`config.mk`:
```
export PLATFORM = sky130hd
export DESIGN_NAME = data_mem_arbiter
export DESIGN_NICKNAME = d
export VERILOG_FILES = /design/src/rtl/data_mem_arbiter_pkg.sv /design/src/rtl/data_mem_arbiter_rr_arb2.sv /design/src/rtl/data_mem_arbiter.sv
export SDC_FILE = /design/constraint.sdc
export NUM_CORES = 1
export LEC_CHECK = 0
export BUFFER_PORTS_ARGS = -buffer_cell sky130_fd_sc_hd__buf_2
export CAP_MARGIN = 20
export CORE_UTILIZATION = 34
export CTS_CLUSTER_DIAMETER = 100
export DETAILED_ROUTE_END_ITERATION = 6
export GPL_TIMING_DRIVEN = 1
export PLACE_DENSITY = 0.7
export SYNTH_ARGS = -nofsm -noshare
export SYNTH_HDL_FRONTEND = slang
export SYNTH_SLANG_ARGS = --single-unit
```
`constraint.sdc`:
```
create_clock -name clk -period 3.95 [get_ports clk]
set_clock_uncertainty 0.05 [all_clocks]
set_input_delay 0 -clock clk [delete_from_list [all_inputs] [get_ports clk]]
set_output_delay 0 -clock clk [all_outputs]
set_load 0.05 [all_outputs]
```
`src/rtl/data_mem_arbiter_pkg.sv`:
```
// Shared constants and enums for the data memory arbiter slice.
// The arbiter and its round-robin picker import this package.
package data_mem_arbiter_pkg;
  localparam int WORD_SIZE   = 19;
  localparam int DMEM_ADDR_W = 10;

  typedef enum logic {PORT_C, PORT_D} port_id_t;
  typedef enum logic {ARB, DMA_BURST} arb_state_t;
endpackage

```
`src/rtl/data_mem_arbiter_rr_arb2.sv`:
```
// Combinational two-way round-robin pick between the CPU (C) and DMA (D) ports.
// i_force_c hands C the win on a tie right after a capped DMA burst.
module rr_arb2
  import data_mem_arbiter_pkg::*;
(
  input  logic     i_c_req,
  input  logic     i_d_req,
  input  port_id_t i_last_gnt,
  input  logic     i_force_c,
  output logic     o_gnt_c,
  output logic     o_gnt_d
);
  logic w_pick_c;

  // C wins when alone, when forced, or when D was the last one served.
  assign w_pick_c = i_c_req & (~i_d_req | i_force_c | (i_last_gnt == PORT_D));
  assign o_gnt_c  = w_pick_c;
  assign o_gnt_d  = i_d_req & ~w_pick_c;
endmodule

```
`src/rtl/data_mem_arbiter.sv`:
```
// Arbiter and access sequencer sharing a single-ported data memory between
// the CPU load/store port (C) and the DMA/debug port (D), with bounded DMA bursts.
module data_mem_arbiter
  import data_mem_arbiter_pkg::*;
#(
  parameter int ADDR_W    = DMEM_ADDR_W,
  parameter int DATA_W    = WORD_SIZE,
  parameter int MAX_BURST = 8
) (
  input  logic              clk,
  input  logic              rst_n,
  input  logic              c_req,
  input  logic              c_we,
  input  logic [ADDR_W-1:0] c_addr,
  input  logic [DATA_W-1:0] c_wdata,
  input  logic              d_req,
  input  logic              d_we,
  input  logic [ADDR_W-1:0] d_addr,
  input  logic [DATA_W-1:0] d_wdata,
  input  logic              d_lock,
  output logic              c_ack,
  output logic              d_ack,
  output logic              c_rvalid,
  output logic              d_rvalid,
  output logic [DATA_W-1:0] c_rdata,
  output logic [DATA_W-1:0] d_rdata,
  output logic              mem_wr_en,
  output logic              mem_rd_en,
  output logic [ADDR_W-1:0] mem_addr,
  output logic [DATA_W-1:0] mem_wdata,
  input  logic [DATA_W-1:0] mem_rdata,
  output arb_state_t        o_dbg_state
);
  localparam logic [3:0] LP_MAX_BURST = 4'(MAX_BURST);

  arb_state_t        r_state;
  port_id_t          r_last_gnt;
  logic [3:0]        r_burst_cnt;
  logic              r_force_c;
  logic              r_mem_wr_en;
  logic              r_mem_rd_en;
  logic [ADDR_W-1:0] r_mem_addr;
  logic [DATA_W-1:0] r_mem_wdata;
  logic              r_tag0_v;
  port_id_t          r_tag0;
  logic              r_tag1_v;
  port_id_t          r_tag1;

  logic              w_arb_c;
  logic              w_arb_d;
  logic              w_gnt_c;
  logic              w_gnt_d;
  logic              w_gnt;
  logic              w_we;
  logic [ADDR_W-1:0] w_addr;
  logic [DATA_W-1:0] w_wdata;
  port_id_t          w_gnt_port;
  logic [3:0]        w_cnt_next;

  rr_arb2 u_rr_arb2 (
    .i_c_req    (c_req),
    .i_d_req    (d_req),
    .i_last_gnt (r_last_gnt),
    .i_force_c  (r_force_c),
    .o_gnt_c    (w_arb_c),
    .o_gnt_d    (w_arb_d)
  );

  // During a burst D owns the memory; once it stops asking, C may take the slot.
  always_comb begin
    w_gnt_c = 1'b0;
    w_gnt_d = 1'b0;
    if (r_state == DMA_BURST) begin
      w_gnt_d = d_req;
      w_gnt_c = c_req & ~d_req;
    end else begin
      w_gnt_c = w_arb_c;
      w_gnt_d = w_arb_d;
    end
  end

  assign w_gnt      = w_gnt_c | w_gnt_d;
  assign w_gnt_port = w_gnt_d ? PORT_D : PORT_C;
  assign w_we       = w_gnt_d ? d_we    : c_we;
  assign w_addr     = w_gnt_d ? d_addr  : c_addr;
  assign w_wdata    = w_gnt_d ? d_wdata : c_wdata;
  assign w_cnt_next = (r_state == ARB) ? 4'd1 : r_burst_cnt + 4'd1;

  always_ff @(posedge clk or negedge rst_n) begin
    if (!rst_n) begin
      r_state     <= ARB;
      r_last_gnt  <= PORT_D;
      r_burst_cnt <= 4'd0;
      r_force_c   <= 1'b0;
      r_mem_wr_en <= 1'b0;
      r_mem_rd_en <= 1'b0;
      r_mem_addr  <= '0;
      r_mem_wdata <= '0;
      r_tag0_v    <= 1'b0;
      r_tag0      <= PORT_C;
      r_tag1_v    <= 1'b0;
      r_tag1      <= PORT_C;
    end else begin
      r_mem_wr_en <= w_gnt & w_we;
      r_mem_rd_en <= w_gnt & ~w_we;
      if (w_gnt) begin
        r_mem_addr  <= w_addr;
        r_mem_wdata <= w_wdata;
        r_last_gnt  <= w_gnt_port;
      end
      r_tag0_v  <= w_gnt & ~w_we;
      r_tag0    <= w_gnt_port;
      r_tag1_v  <= r_tag0_v;
      r_tag1    <= r_tag0;
      r_force_c <= 1'b0;

      // Burst entry, continuation and the three exit paths share one decision.
      if (w_gnt_d && (r_state == DMA_BURST || d_lock)) begin
        if (!d_lock) begin
          r_state     <= ARB;
          r_burst_cnt <= 4'd0;
        end else if (w_cnt_next == LP_MAX_BURST) begin
          r_state     <= ARB;
          r_burst_cnt <= 4'd0;
          r_force_c   <= 1'b1;
        end else begin
          r_state     <= DMA_BURST;
          r_burst_cnt <= w_cnt_next;
        end
      end else if (r_state == DMA_BURST) begin
        r_state     <= ARB;
        r_burst_cnt <= 4'd0;
      end
    end
  end

  assign c_ack       = w_gnt_c;
  assign d_ack       = w_gnt_d;
  assign mem_wr_en   = r_mem_wr_en;
  assign mem_rd_en   = r_mem_rd_en;
  assign mem_addr    = r_mem_addr;
  assign mem_wdata   = r_mem_wdata;
  assign c_rvalid    = r_tag1_v & (r_tag1 == PORT_C);
  assign d_rvalid    = r_tag1_v & (r_tag1 == PORT_D);
  assign c_rdata     = c_rvalid ? mem_rdata : '0;
  assign d_rdata     = d_rvalid ? mem_rdata : '0;
  assign o_dbg_state = r_state;
endmodule
```
**Word-level counts from Yosys, hierarchy flattened**

Index checks and enable logic that the tools add are counted.

- Register bits after elaboration: 41
- Bits in latches: 0
- Bits in writable memories: 0
- Memory bits (read-only): 0
- Input port bits: 84
- Output and inout bits: 74
- Logic and storage cells: 49
- Memories kept: 0

- Add/sub/neg operators: 1
- $mul: 0
- Divide/modulo/power cells: 0
- Order comparisons: 0
- Eq/ne operators: 1
- Shift operators: 0
- Muxes and demuxes: 19
- Bitwise gates (word level): 14
- Reductions and logical operators: 3

Operator list:

| cell | number |
|---|---|
| 19-bit two-way mux | 3 |
| 4-bit two-way mux | 5 |
| 1-bit two-way mux | 10 |
| 10-bit two-way mux | 1 |
| 1-bit AND | 7 |
| 4-bit by 1-bit adder with 4-bit output (second input constant) | 1 |
| 4-bit equality test (second input constant) | 1 |
| 1-bit inverter | 4 |
| 1-bit OR | 3 |
| 2-bit nonzero test | 1 |
| 1-bit logical AND | 1 |
| 1-bit logical OR | 1 |

**Depth between registers and ports, before layout**

Gate-level depths: netlist of run 1.

- Depth in word-level cells: 10
- Gate-level depth with buffers: 6
- Gate-level depth less buffers: 5

**Cells and area by module**

Synthesis of run 1 repeated with hierarchy kept, for this count alone.

- Cell total of the unflattened synthesis: 190
- Area, all modules: 2436.1 um^2

By module, submodules not included:

| module | times used | cells each | area each (um^2) | sequential area each (um^2) |
|---|---|---|---|---|
| data_mem_arbiter | 1 | 186 | 2413.6 | 1027.2 |
| rr_arb2 | 1 | 4 | 22.5 | 0.0 |

**Worst setup path after synthesis of run 1**

Ideal clock, no wire load.

- Path type: flip-flop to flip-flop
- From: register r_state, in the netlist o_dbg_state
- To: register r_mem_wdata[11], in the netlist mem_wdata[11]
- Arrival time: 1.678 ns
- Data required time: 3.774 ns
- Slack: 2.096 ns
- Stages on the path, launching flop included: 7
- Buffers on the path: 2
- Clock period less this slack: 1.854 ns
- Cells stage by stage: dfrtp_1 -> buf_2 -> o21ai_0 -> nand2_1 -> inv_1 -> buf_2 -> a221o_1

- Cells in the longest elaborated chain, start to end: 2

Ends and longest elaborated chain:

| what | RTL line | text |
|---|---|---|
| start: declaration | data_mem_arbiter.sv:36 | `arb_state_t r_state;` |
| start signal: assignment | data_mem_arbiter.sv:91 | `r_state <= ARB;` |
| start signal: assignment | data_mem_arbiter.sv:120 | `r_state <= ARB;` |
| start signal: assignment | data_mem_arbiter.sv:123 | `r_state <= ARB;` |
| 1-bit two-way mux | data_mem_arbiter.sv:73 | `if (r_state == DMA_BURST) begin` |
| via c_ack | data_mem_arbiter.sv:21 | `output logic c_ack,` |
| 1-bit OR | data_mem_arbiter.sv:82 | `assign w_gnt = w_gnt_c \| w_gnt_d;` |
| end signal: assignment | data_mem_arbiter.sv:108 | `r_mem_wdata <= w_wdata;` |
| end: declaration | data_mem_arbiter.sv:43 | `logic [DATA_W-1:0] r_mem_wdata;` |

The timed path passes the listed nets, and every way through them passes these cells.
A chain may end at the register's enable or synchronous reset.

**Worst setup path after layout of run 1**

- From: register r_last_gnt
- To: register r_mem_addr[5], in the netlist mem_addr[5]

- Cells in the longest elaborated chain, start to end: 6

Ends and longest elaborated chain:

| what | RTL line | text |
|---|---|---|
| start: declaration | data_mem_arbiter.sv:37 | `port_id_t r_last_gnt;` |
| start signal: assignment | data_mem_arbiter.sv:109 | `r_last_gnt <= w_gnt_port;` |
| 1-bit OR * | data_mem_arbiter_rr_arb2.sv:16 | `assign w_pick_c = i_c_req & (~i_d_req \| i_force_c \| (i_last_gnt == PORT_D));` |
| 1-bit AND * | data_mem_arbiter_rr_arb2.sv:16 |  |
| 1-bit inverter | data_mem_arbiter_rr_arb2.sv:18 | `assign o_gnt_d = i_d_req & ~w_pick_c;` |
| 1-bit AND | data_mem_arbiter_rr_arb2.sv:18 |  |
| 1-bit two-way mux | data_mem_arbiter.sv:73 |  |
| 10-bit two-way mux / 1-bit OR (equally long branches) | data_mem_arbiter.sv:85, data_mem_arbiter.sv:82 |  |
| end signal: assignment | data_mem_arbiter.sv:107 | `r_mem_addr <= w_addr;` |
| end: declaration | data_mem_arbiter.sv:42 | `logic [ADDR_W-1:0] r_mem_addr;` |

Mark *: on every way between the ends. The rest lies on a longest branch, timed or not.

==> metrics.md, run 1 <==
| Metric | Value |
|---|---|
| Slew Viols, Final | 0 |
| Status | finished clean |
| Via count | 2262 |
| Syn Nets | 275 |
| Worst R2R Setup Slack | 1440 ps |
| Post-synthesis register bit count | 41 |
| Initial core utilization | 0.3608 |
| # setup viols final | 0 |
| DRT antenna net count | 0 |
| Chip Height | 79.38 um |
| Worst EP arrival | 2680 ps |
| FILL cells | 481 |
| WL final | 6127 um |
| Register area share after synthesis | 0.5046 |
| Clk_lat worst skew | 280 ps |
| DRC viols | 0 |
| Ports | 158 |
| Overall Power | 1.384 mW |
| Achievable Freq | 398.7 MHz |
| Final worst-path setup slack | 1442 ps |
| Root buffer cell | clkbuf_8 |
| Synth warn | 0 |
| Mean post-synth cell area | 10.71 sq um |
| Setup Crit Path Kind | reg2reg |
| Setup crit start kind | flop |
| Die W | 79.38 um |
| Final worst path period need | 2508 ps |
| Via density | 4.772 |
| Worst r2r path cells | 6 |
| DRT iter0 DRCs | 119 |
| Die area | 6301 sq um |
| Cell Rows | 27 |
| Detailed placement HPWL | 3994 um |
| Critical path fanouts, max | 31 |
| Setup TNS | 0 ps |
| CTS Buf Count | 5 |
| Mapped Cells | 190 |
| Hold_sp | c_req |
| Routability cong. | 0.7247 |
| H-tree depth | 2 |
| Maximum buffer depth of the clock tree | 2 |
| Hold Path Class | in2reg |
| Dpl cells | 404 |
| First-pass GRT wire length | 9459 um |
| Worst VDD drop | 0.0002365 V |
| Pre-antenna DRT Iters | 4 |
| Per-cell routed wire length | 12.93 um |
| Nets | 486 |
| Critical Path End Type | flop |
| Quantity of I/O buffers inserted on ports | 157 |
| Dpl ws | 1950 ps |
| RSZ-0062 raised after global routing | no |
| Final Cycle Share | 0.6351 |
| Total gr overflow | 0 |
| ANT cells | 0 |
| Initial antenna violation count | 0 |
| Finished Layout Cells | 474 |
| TritonCTS clock tree | built |
| Clock sinks | 41 |
| Vias in the first global route | 2131 |
| FF-to-FF End | mem_addr[5] |
| Max_slew headroom | 0.3412 |
| Pwr dens | 387.7 nW/um^2 |
| Most frequent cells in the layout | buf_2 (157), dlygate4sd3_1 (62), and2_1 (50) |
| R2r startpoint | r_last_gnt |
| Commonest non-fill, non-tap cell in the layout | buf_2 |
| Leak | 1.971 nW |
| Hold Crit Depth | 3 |
| Fin. Hold Viols | 0 |
| Clock transition at path regs | 80 ps |
| Synthesis-to-finish area growth | 75.29% |
| Total Routing Usage GR | 0.1940 |
| Largest net degree at the start of global routing | 42 |
| CORE AREA | 5642 sq um |
| Distinct cell type count after synthesis | 28 |
| Maxcap violations | 0 |
| Worst hold endpoint | r_last_gnt |
| Post_cts resized | 0 |
| Final Hold Slack | 16.72 ps |
| Worst slew pin tran | 987.1 ps |
| Layout cell share with drive strength beyond 1 | 0.4179 |
| Required time of the critical path | 4120 ps |
| Mapped Area | 2036 sq um |
metal layers:
layer | part of all wire | vias to the layer above | GRT usage
met1 | 0.40 | 1048 | 0.2112
met2 | 0.52 | 107 | 0.3716
li1 | - | 1102 | -
met4 | 0.0083 | 0 | 0.06545
met3 | 0.075 | 5 | 0.03657
met5 | 0 | - | 0
critical path, cell delays in order, from the launching register on:
cell and delay (ps):
dfstp_2 530, nor2_1 50, o21ai_0 130, nand2_1 100, inv_1 720, a221o_1 280
dlygate4sd3_1 560
stage by stage:
step / area [sq um] / util
after floorplan: 2036 / -
after global placement: 2831 / 0.5019
after detailed placement: 2831 / 0.5019
after CTS: 3568 / 0.6325
after global routing: 3568 / 0.6325
final: 3568 / 0.6325
sequential cells by signal (all words and copies together) (netlist names):
signal,count
mem_wdata,19
mem_addr,10
r_burst_cnt,4
mem_wr_en,1
o_dbg_state,1
r_force_c,1
r_last_gnt,1
r_tag0,1
r_tag0_v,1
r_tag1,1
r_tag1_v,1
cells in the mapped netlist:
cell type	number	area share
and2_1	50	0.15
dfrtp_1	40	0.49
a221o_1	29	0.14
and3_1	19	0.058
clkbuf_1	9	0.017
nand2_1	7	0.013
buf_2	4	0.0098
nor2_1	4	0.0074
buf_6	3	0.017
inv_1	2	0.0037
mux2i_1	2	0.0098
nand2b_1	2	0.0061
nand3_1	2	0.0049
o21ai_0	2	0.0049
o22ai_1	2	0.0061
a21o_1	1	0.0037
a21oi_1	1	0.0025
a22o_1	1	0.0043
a32o_1	1	0.0049
dfstp_2	1	0.013
ha_1	1	0.0061
inv_2	1	0.0018
nand2_2	1	0.0031
nor2b_1	1	0.0031
nor3_1	1	0.0025
o21ai_1	1	0.0025
or2_1	1	0.0031
xor2_1	1	0.0043
timing repair:
action                                 CTS  global route
endpoints found under the hold margin   71             0
setup buffers                            0             0
hold buffers                            62             0
how the worst max path moves through the flow:
stage	startpoint	endpoint	slack (ps)	cells after the start
after floorplan	o_dbg_state	mem_wdata[11]	2100	6
after CTS	r_last_gnt	mem_addr[6]	1460	6
after global routing	r_last_gnt	mem_addr[8]	1320	6
final	r_last_gnt	mem_addr[5]	1440	6
after global placement	r_last_gnt	c_ack	1950	5
after detailed placement	r_last_gnt	c_ack	1950	5
power by group:
part,total [mW],switching (mW),internal [mW]
clock,0.341,0.135,0.206
combinational,0.539,0.342,0.197
sequential,0.503,0.0346,0.468
total,1.38,0.512,0.871
cells by family after synthesis:
family	after synthesis	synth area share
buf+inv	19	0.04855
flops	41	0.5046
simple gates	88	0.2551
mux	2	0.009834
fa+ha+maj	1	0.006145
xor+xnor	1	0.004303
compound gates	38	0.1715
cell type report:
cell class | instances | area (sq um) | area share
clock buffer | 7 | 86.33 | 0.02419
clock inverter | 1 | 30.03 | 0.008415
inverter | 3 | 11.26 | 0.003156
multi-input combinational | 130 | 909.6 | 0.2549
sequential | 41 | 1027 | 0.2879
tap | 72 | 90.09 | 0.02525
timing repair buffer | 220 | 1414 | 0.3962
No activity file was read; power rests on OpenSTA's default activity.
==> inputs of run 2 (changes only) <==
==> constraint.sdc (replaced) <==
create_clock -name clk -period 2.5 [get_ports clk]
set_clock_uncertainty 0.05 [all_clocks]
set_input_delay 0 -clock clk [delete_from_list [all_inputs] [get_ports clk]]
set_output_delay 0 -clock clk [all_outputs]
set_load 0.05 [all_outputs]
==> metrics.md, run 2 (same netlist as run 1, synthesis figures left out) <==
| Metric | Value |
|---|---|
| Via count | 2343 (was 2262) |
| Multi-input gate area | 909.6 sq um (unchanged) |
| Initial core utilization | 0.3608 (unchanged) |
| First-pass GRT wire length | 10210 um (was 9459 um) |
| Pre-antenna DRT Iters | 4 (unchanged) |
| # setup viols final | 0 (unchanged) |
| Initial antenna violation count | 0 (unchanged) |
| R2r startpoint | o_dbg_state (was r_last_gnt) |
| Layout cell share with drive strength beyond 1 | 0.4183 (was 0.4179) |
| H-tree depth | 2 (unchanged) |
| CTS Buf Count | 5 (unchanged) |
| DRC viols | 0 (unchanged) |
| Fin. Hold Viols | 0 (unchanged) |
| Nets | 488 (was 486) |
| Grt peak-use layer | met2 (unchanged) |
| Achievable Freq | 437.7 MHz (was 398.7 MHz) |
| Worst slew pin tran | 873.0 ps (was 987.1 ps) |
| Required time of the critical path | 2630 ps (was 4120 ps) |
| Slew Viols, Final | 0 (unchanged) |
| Commonest non-fill, non-tap cell in the layout | buf_2 (unchanged) |
| FILL cells | 466 (was 481) |
| Clk_lat worst skew | 290 ps (was 280 ps) |
| FF-to-FF End | mem_addr[5] (unchanged) |
| Maximum buffer depth of the clock tree | 2 (unchanged) |
| Switch share | 0.3977 (was 0.3703) |
| Clock transition at path regs | 80 ps (about the same) |
| GR Layer Usage met1 | 0.2226 (was 0.2112) |
| Routability cong. | 0.7440 (was 0.7247) |
| Via density | 4.922 (was 4.772) |
| Worst R2R Setup Slack | 220 ps (was 1440 ps) |
| Ports | 158 (unchanged) |
| CORE AREA | 5642 sq um (unchanged) |
| WL final | 6475 um (was 6127 um) |
| Leak | 1.966 nW (was 1.971 nW) |
| ANT cells | 0 (unchanged) |
| Per-cell routed wire length | 13.60 um (was 12.93 um) |
| Overall Power | 2.084 mW (was 1.384 mW) |
| Seq. cell area | 1027 sq um (unchanged) |
| Final worst path period need | 2285 ps (was 2508 ps) |
| DRT antenna net count | 0 (unchanged) |
| Setup Crit Path Kind | reg2reg (unchanged) |
| Root buffer cell | clkbuf_8 (unchanged) |
| Pwr dens | 586.2 nW/um^2 (was 387.7 nW/um^2) |
| Comb power frac | 0.413 (was 0.390) |
| Setup TNS | 0 ps (unchanged) |
| RSZ-0062 raised after global routing | no (unchanged) |
| Detailed placement HPWL | 4039 um (was 3994 um) |
| Vias in the first global route | 2242 (was 2131) |
| Max reg flops | 19 (unchanged) |
| Critical Path End Type | flop (unchanged) |
| Cell Rows | 27 (unchanged) |
| Worst EP arrival | 2410 ps (was 2680 ps) |
| Met3 Use GR | 0.04343 (was 0.03657) |
| Clock sinks | 41 (unchanged) |
| Met2 Track Usage GR | 0.4086 (was 0.3716) |
| Max_slew headroom | 0.4180 (was 0.3412) |
| P_sw | 0.8287 mW (was 0.5123 mW) |
| Int Power | 1.255 mW (was 0.8712 mW) |
| Die W | 79.38 um (unchanged) |
| Total Routing Usage GR | 0.2089 (was 0.1940) |
| Hold Path Class | in2reg (unchanged) |
| Total gr overflow | 0 (unchanged) |
| Quantity of I/O buffers inserted on ports | 157 (unchanged) |
| Synthesis-to-finish area growth | 74.62% (was 75.29%) |
| Final Cycle Share | 0.9139 (was 0.6351) |
| Worst VDD drop | 0.0003370 V (was 0.0002365 V) |
| Die area | 6301 sq um (unchanged) |
| Worst hold endpoint | r_last_gnt (unchanged) |
| Chip Height | 79.38 um (unchanged) |
| TritonCTS clock tree | built (unchanged) |
| DRT iter0 DRCs | 88 (was 119) |
| Setup crit start kind | flop (unchanged) |
| Hold Crit Depth | 3 (unchanged) |
| Sequential share of power | 0.382 (was 0.363) |
| Clk pwr share | 0.205 (was 0.247) |
| Maxcap violations | 0 (unchanged) |
| Critical path fanouts, max | 33 (was 31) |
| Worst r2r path cells | 6 (unchanged) |
| Status | finished clean (unchanged) |
| Hold_sp | c_req (unchanged) |
| Most frequent cells in the layout | buf_2 (157), dlygate4sd3_1 (62), and2_1 (50) (unchanged) |
| Largest net degree at the start of global routing | 42 (unchanged) |
[run 2: critical path: stages (launching register included)]
cell	delay, ps
dfrtp_1	500
nand2b_1	210
or2_1	220
nand2_2	100
inv_4	130
a221o_1	380
dlygate4sd3_1	570
[run 2: timing repair]
action	4_1_cts	5_1_grt
buffers inserted	0	0
gates resized for setup	0	2
endpoints found under the hold margin	71	0
endpoints found under the setup margin	0	5
hold buffers	62	0
[run 2: cell type report]
type / instances / share of cell area
tap: 72 / 0.02534
clock buffer: 7 / 0.02147
multi-input combinational: 130 / 0.2559
inverter: 3 / 0.003872
clock inverter: 1 / 0.002464
sequential: 41 / 0.2890
timing repair buffer: 222 / 0.4020
[run 2: power by group through the flow]
stage                     registers, mW  logic (mW)  clock network, mW
final                             0.797       0.861              0.426
after global routing              0.808       0.908              0.474
after CTS                         0.794       0.855              0.444
after detailed placement          0.804       0.732                  0
after global placement            0.804       0.724                  0
after floorplan                    1.02       0.310                  0
[run 2: how the worst max path moves through the flow]
| stage | startpoint | end | cells after the start |
|---|---|---|---|
| 6_report | o_dbg_state | mem_addr[5] | 6 |
| 5_1_grt | o_dbg_state | mem_wdata[12] | 6 |
| 3_5_place_dp | o_dbg_state | mem_wdata[0] | 5 |
| 4_1_cts | o_dbg_state | mem_wdata[11] | 6 |
| 2_1_floorplan | o_dbg_state | mem_wdata[11] | 6 |
| 3_3_place_gp | o_dbg_state | mem_addr[1] | 5 |
[run 2: metal layers]
metal | part of all wire | routed length (um)
met1 | 0.37 | 2364
met2 | 0.54 | 3513
met3 | 0.080 | 516
met4 | 0.012 | 80
met5 | 0 | 0
[run 2: per-stage QoR]
stage / hold WS [ps] / area (sq um) / utilization / setup WS [ps] / std cells
finish: 20.52 / 3555 / 0.6301 / 215.3 / 476
global route: 64.34 / 3555 / 0.6301 / 102.2 / 476
CTS: 20.77 / 3552 / 0.6296 / 117.3 / 476
detailed placement: 125.3 / 2846 / 0.5045 / 693.2 / 406
global placement: 124.9 / 2846 / 0.5045 / 748.6 / 406
floorplan: -345.6 / 2036 / - / 646.5 / 190
==> inputs of run 3 (changes only) <==
--- a/config.mk
+++ b/config.mk
@@ -5,9 +5,11 @@
 export SDC_FILE = /design/constraint.sdc
 export NUM_CORES = 1
 export LEC_CHECK = 0
+export ABC_CLOCK_PERIOD_IN_PS = 2500
 export BUFFER_PORTS_ARGS = -buffer_cell sky130_fd_sc_hd__buf_2
 export CAP_MARGIN = 20
 export CORE_UTILIZATION = 34
+export CTS_BUF_LIST = sky130_fd_sc_hd__clkbuf_4 sky130_fd_sc_hd__clkbuf_8 sky130_fd_sc_hd__clkbuf_16
 export CTS_CLUSTER_DIAMETER = 100
 export DETAILED_ROUTE_END_ITERATION = 6
 export GPL_TIMING_DRIVEN = 1
==> metrics.md, run 3 (same netlist as run 1, synthesis figures left out) <==
| Metric | Value |
|---|---|
| Layout cell share with drive strength beyond 1 | 0.4233 (was 0.4183) |
| DRT iter0 DRCs | 87 (was 88) |
| P_sw | 0.8314 mW (was 0.8287 mW) |
| Total Routing Usage GR | 0.2089 (unchanged) |
| Setup Crit Path Kind | reg2reg (unchanged) |
| Setup crit start kind | flop (unchanged) |
| First-pass GRT wire length | 10210 um (unchanged) |
| Cell Rows | 27 (unchanged) |
| Final Cycle Share | 0.9148 (was 0.9139) |
| Required time of the critical path | 2630 ps (about the same) |
| Fin. Hold Viols | 0 (unchanged) |
| Sequential share of power | 0.378 (was 0.382) |
| Critical path fanouts, max | 33 (unchanged) |
| Clk_lat worst skew | 290 ps (about the same) |
| Int Power | 1.277 mW (was 1.255 mW) |
| Root buffer cell | clkbuf_8 (unchanged) |
| Ports | 158 (unchanged) |
| Hold Path Class | in2reg (unchanged) |
| Pwr dens | 591.8 nW/um^2 (was 586.2 nW/um^2) |
| Max_slew headroom | 0.4078 (was 0.4180) |
| Quantity of I/O buffers inserted on ports | 157 (unchanged) |
| RSZ-0062 raised after global routing | no (unchanged) |
| Final Hold Slack | 19.16 ps (was 20.52 ps) |
| CP max stage delay | 570 ps (about the same) |
| Die area | 6301 sq um (unchanged) |
| Commonest non-fill, non-tap cell in the layout | buf_2 (unchanged) |
| CTS Buf Count | 5 (unchanged) |
| Achievable Freq | 437.3 MHz (was 437.7 MHz) |
| DRT antenna net count | 0 (unchanged) |
| Total gr overflow | 0 (unchanged) |
| Status | finished clean (unchanged) |
| Initial antenna violation count | 0 (unchanged) |
| WL final | 6518 um (was 6475 um) |
| DRC viols | 0 (unchanged) |
| R2r startpoint | o_dbg_state (unchanged) |
| Leak | 1.972 nW (was 1.966 nW) |
| Chip Height | 79.38 um (unchanged) |
| Die W | 79.38 um (unchanged) |
| H-tree depth | 2 (unchanged) |
| Post-CTS setup buffers | 0 (unchanged) |
| Synthesis-to-finish area growth | 74.98% (was 74.62%) |
| CP max stage cell | dlygate4sd3_1 (unchanged) |
| Clk pwr share | 0.213 (was 0.205) |
| Setup TNS | 0 ps (unchanged) |
| Initial core utilization | 0.3608 (unchanged) |
| CORE AREA | 5642 sq um (unchanged) |
| Cell breakdown of the critical path | nand2b_1 > or2_1 > nand2_2 > inv_4 > a221o_1 > dlygate4sd3_1 (unchanged) |
| ANT cells | 0 (unchanged) |
| Maxcap violations | 0 (unchanged) |
| Worst slew pin tran | 888.3 ps (was 873.0 ps) |
| Nets | 488 (unchanged) |
| Per-cell routed wire length | 13.69 um (was 13.60 um) |
| Slew Viols, Final | 0 (unchanged) |
| Comb power frac | 0.409 (was 0.413) |
| Worst hold endpoint | r_last_gnt (unchanged) |
| Detailed placement HPWL | 4039 um (unchanged) |
| FF-to-FF End | mem_wdata[12] (was mem_addr[5]) |
| Via density | 4.903 (was 4.922) |
| Maximum buffer depth of the clock tree | 2 (unchanged) |
| Clock sinks | 41 (unchanged) |
| Pre-antenna DRT Iters | 4 (unchanged) |
| Vias in the first global route | 2242 (unchanged) |
| TritonCTS clock tree | built (unchanged) |
| Max reg flops | 19 (unchanged) |
| Switch share | 0.3943 (was 0.3977) |
| Clock transition at path regs | 80 ps (about the same) |
| Largest net degree at the start of global routing | 42 (unchanged) |
| Routability cong. | 0.7440 (unchanged) |
| Worst r2r path cells | 6 (unchanged) |
| Hold_sp | c_req (unchanged) |
| Via count | 2334 (was 2343) |
| Critical Path End Type | flop (unchanged) |
| Final worst path period need | 2287 ps (was 2285 ps) |
| Worst VDD drop | 0.0003737 V (was 0.0003370 V) |
| Most frequent cells in the layout | buf_2 (157), dlygate4sd3_1 (62), and2_1 (50) (unchanged) |
| Worst R2R Setup Slack | 210 ps (was 220 ps) |
| Hold Crit Depth | 3 (unchanged) |
| Worst EP arrival | 2410 ps (about the same) |
| # setup viols final | 0 (unchanged) |
## run 3: cell counts in the layout (fill, tap and decap cells not counted)
No cell type changed its count.
## run 3: routing by layer
layer	global-route usage	wire length (um)	vias to the layer above
met5	0	0	-
met4	0.05818	85	0
met3	0.04343	476	8
met2	0.4086	3507	121
met1	0.2226	2449	1099
li1	-	-	1106
## run 3: worst max-delay path by stage
stage	cells past startpoint	from	slack [ps]	end
after floorplan	6	o_dbg_state	650	mem_wdata[11]
after global placement	5	o_dbg_state	750	mem_addr[1]
after detailed placement	5	o_dbg_state	690	mem_wdata[0]
after CTS	6	o_dbg_state	120	mem_wdata[11]
after global routing	6	o_dbg_state	100	mem_wdata[12]
final	6	o_dbg_state	210	mem_wdata[12]
## run 3: critical path: cells and delay by family (launching register included)
kind / cells / cell delay [ps]
flops: 1 / 500
buf+inv: 2 / 700
simple gates: 3 / 530
compound gates: 1 / 380
## run 3: power groups by stage
stage                     clock network, mW  logic [mW]  registers (mW)
after floorplan                           0       0.310            1.02
after global placement                    0       0.724           0.804
after detailed placement                  0       0.732           0.804
after CTS                             0.466       0.855           0.794
after global routing                  0.496       0.908           0.808
final                                 0.450       0.861           0.797
## run 3: final cells by class
type	instances	area [sq um]
Tap cell	72	90.09
Sequential cell	41	1027
Multi-Input combinational cell	130	909.6
Timing Repair Buffer	222	1429
Clock inverter	1	8.758
Fill cell	465	2079
Inverter	3	13.76
Clock buffer	7	83.83
## run 3: repair_timing
item | in CTS | in global routing
endpoints found under the setup margin | 0 | 5
hold endpoints to repair | 71 | 0
hold buffers | 62 | 0
resized for setup | 0 | 2
## run 3: stage by stage
step | setup slack (ps) | instance area [sq um] | total power, mW | std cells | utilization
floorplan | 646.5 | 2036 | 1.327 | 190 | -
global placement | 748.6 | 2846 | 1.528 | 406 | 0.5045
detailed placement | 693.2 | 2846 | 1.536 | 406 | 0.5045
CTS | 117.2 | 3560 | 2.115 | 476 | 0.6310
global route | 102.0 | 3562 | 2.212 | 476 | 0.6314
finish | 213.1 | 3562 | 2.108 | 476 | 0.6314
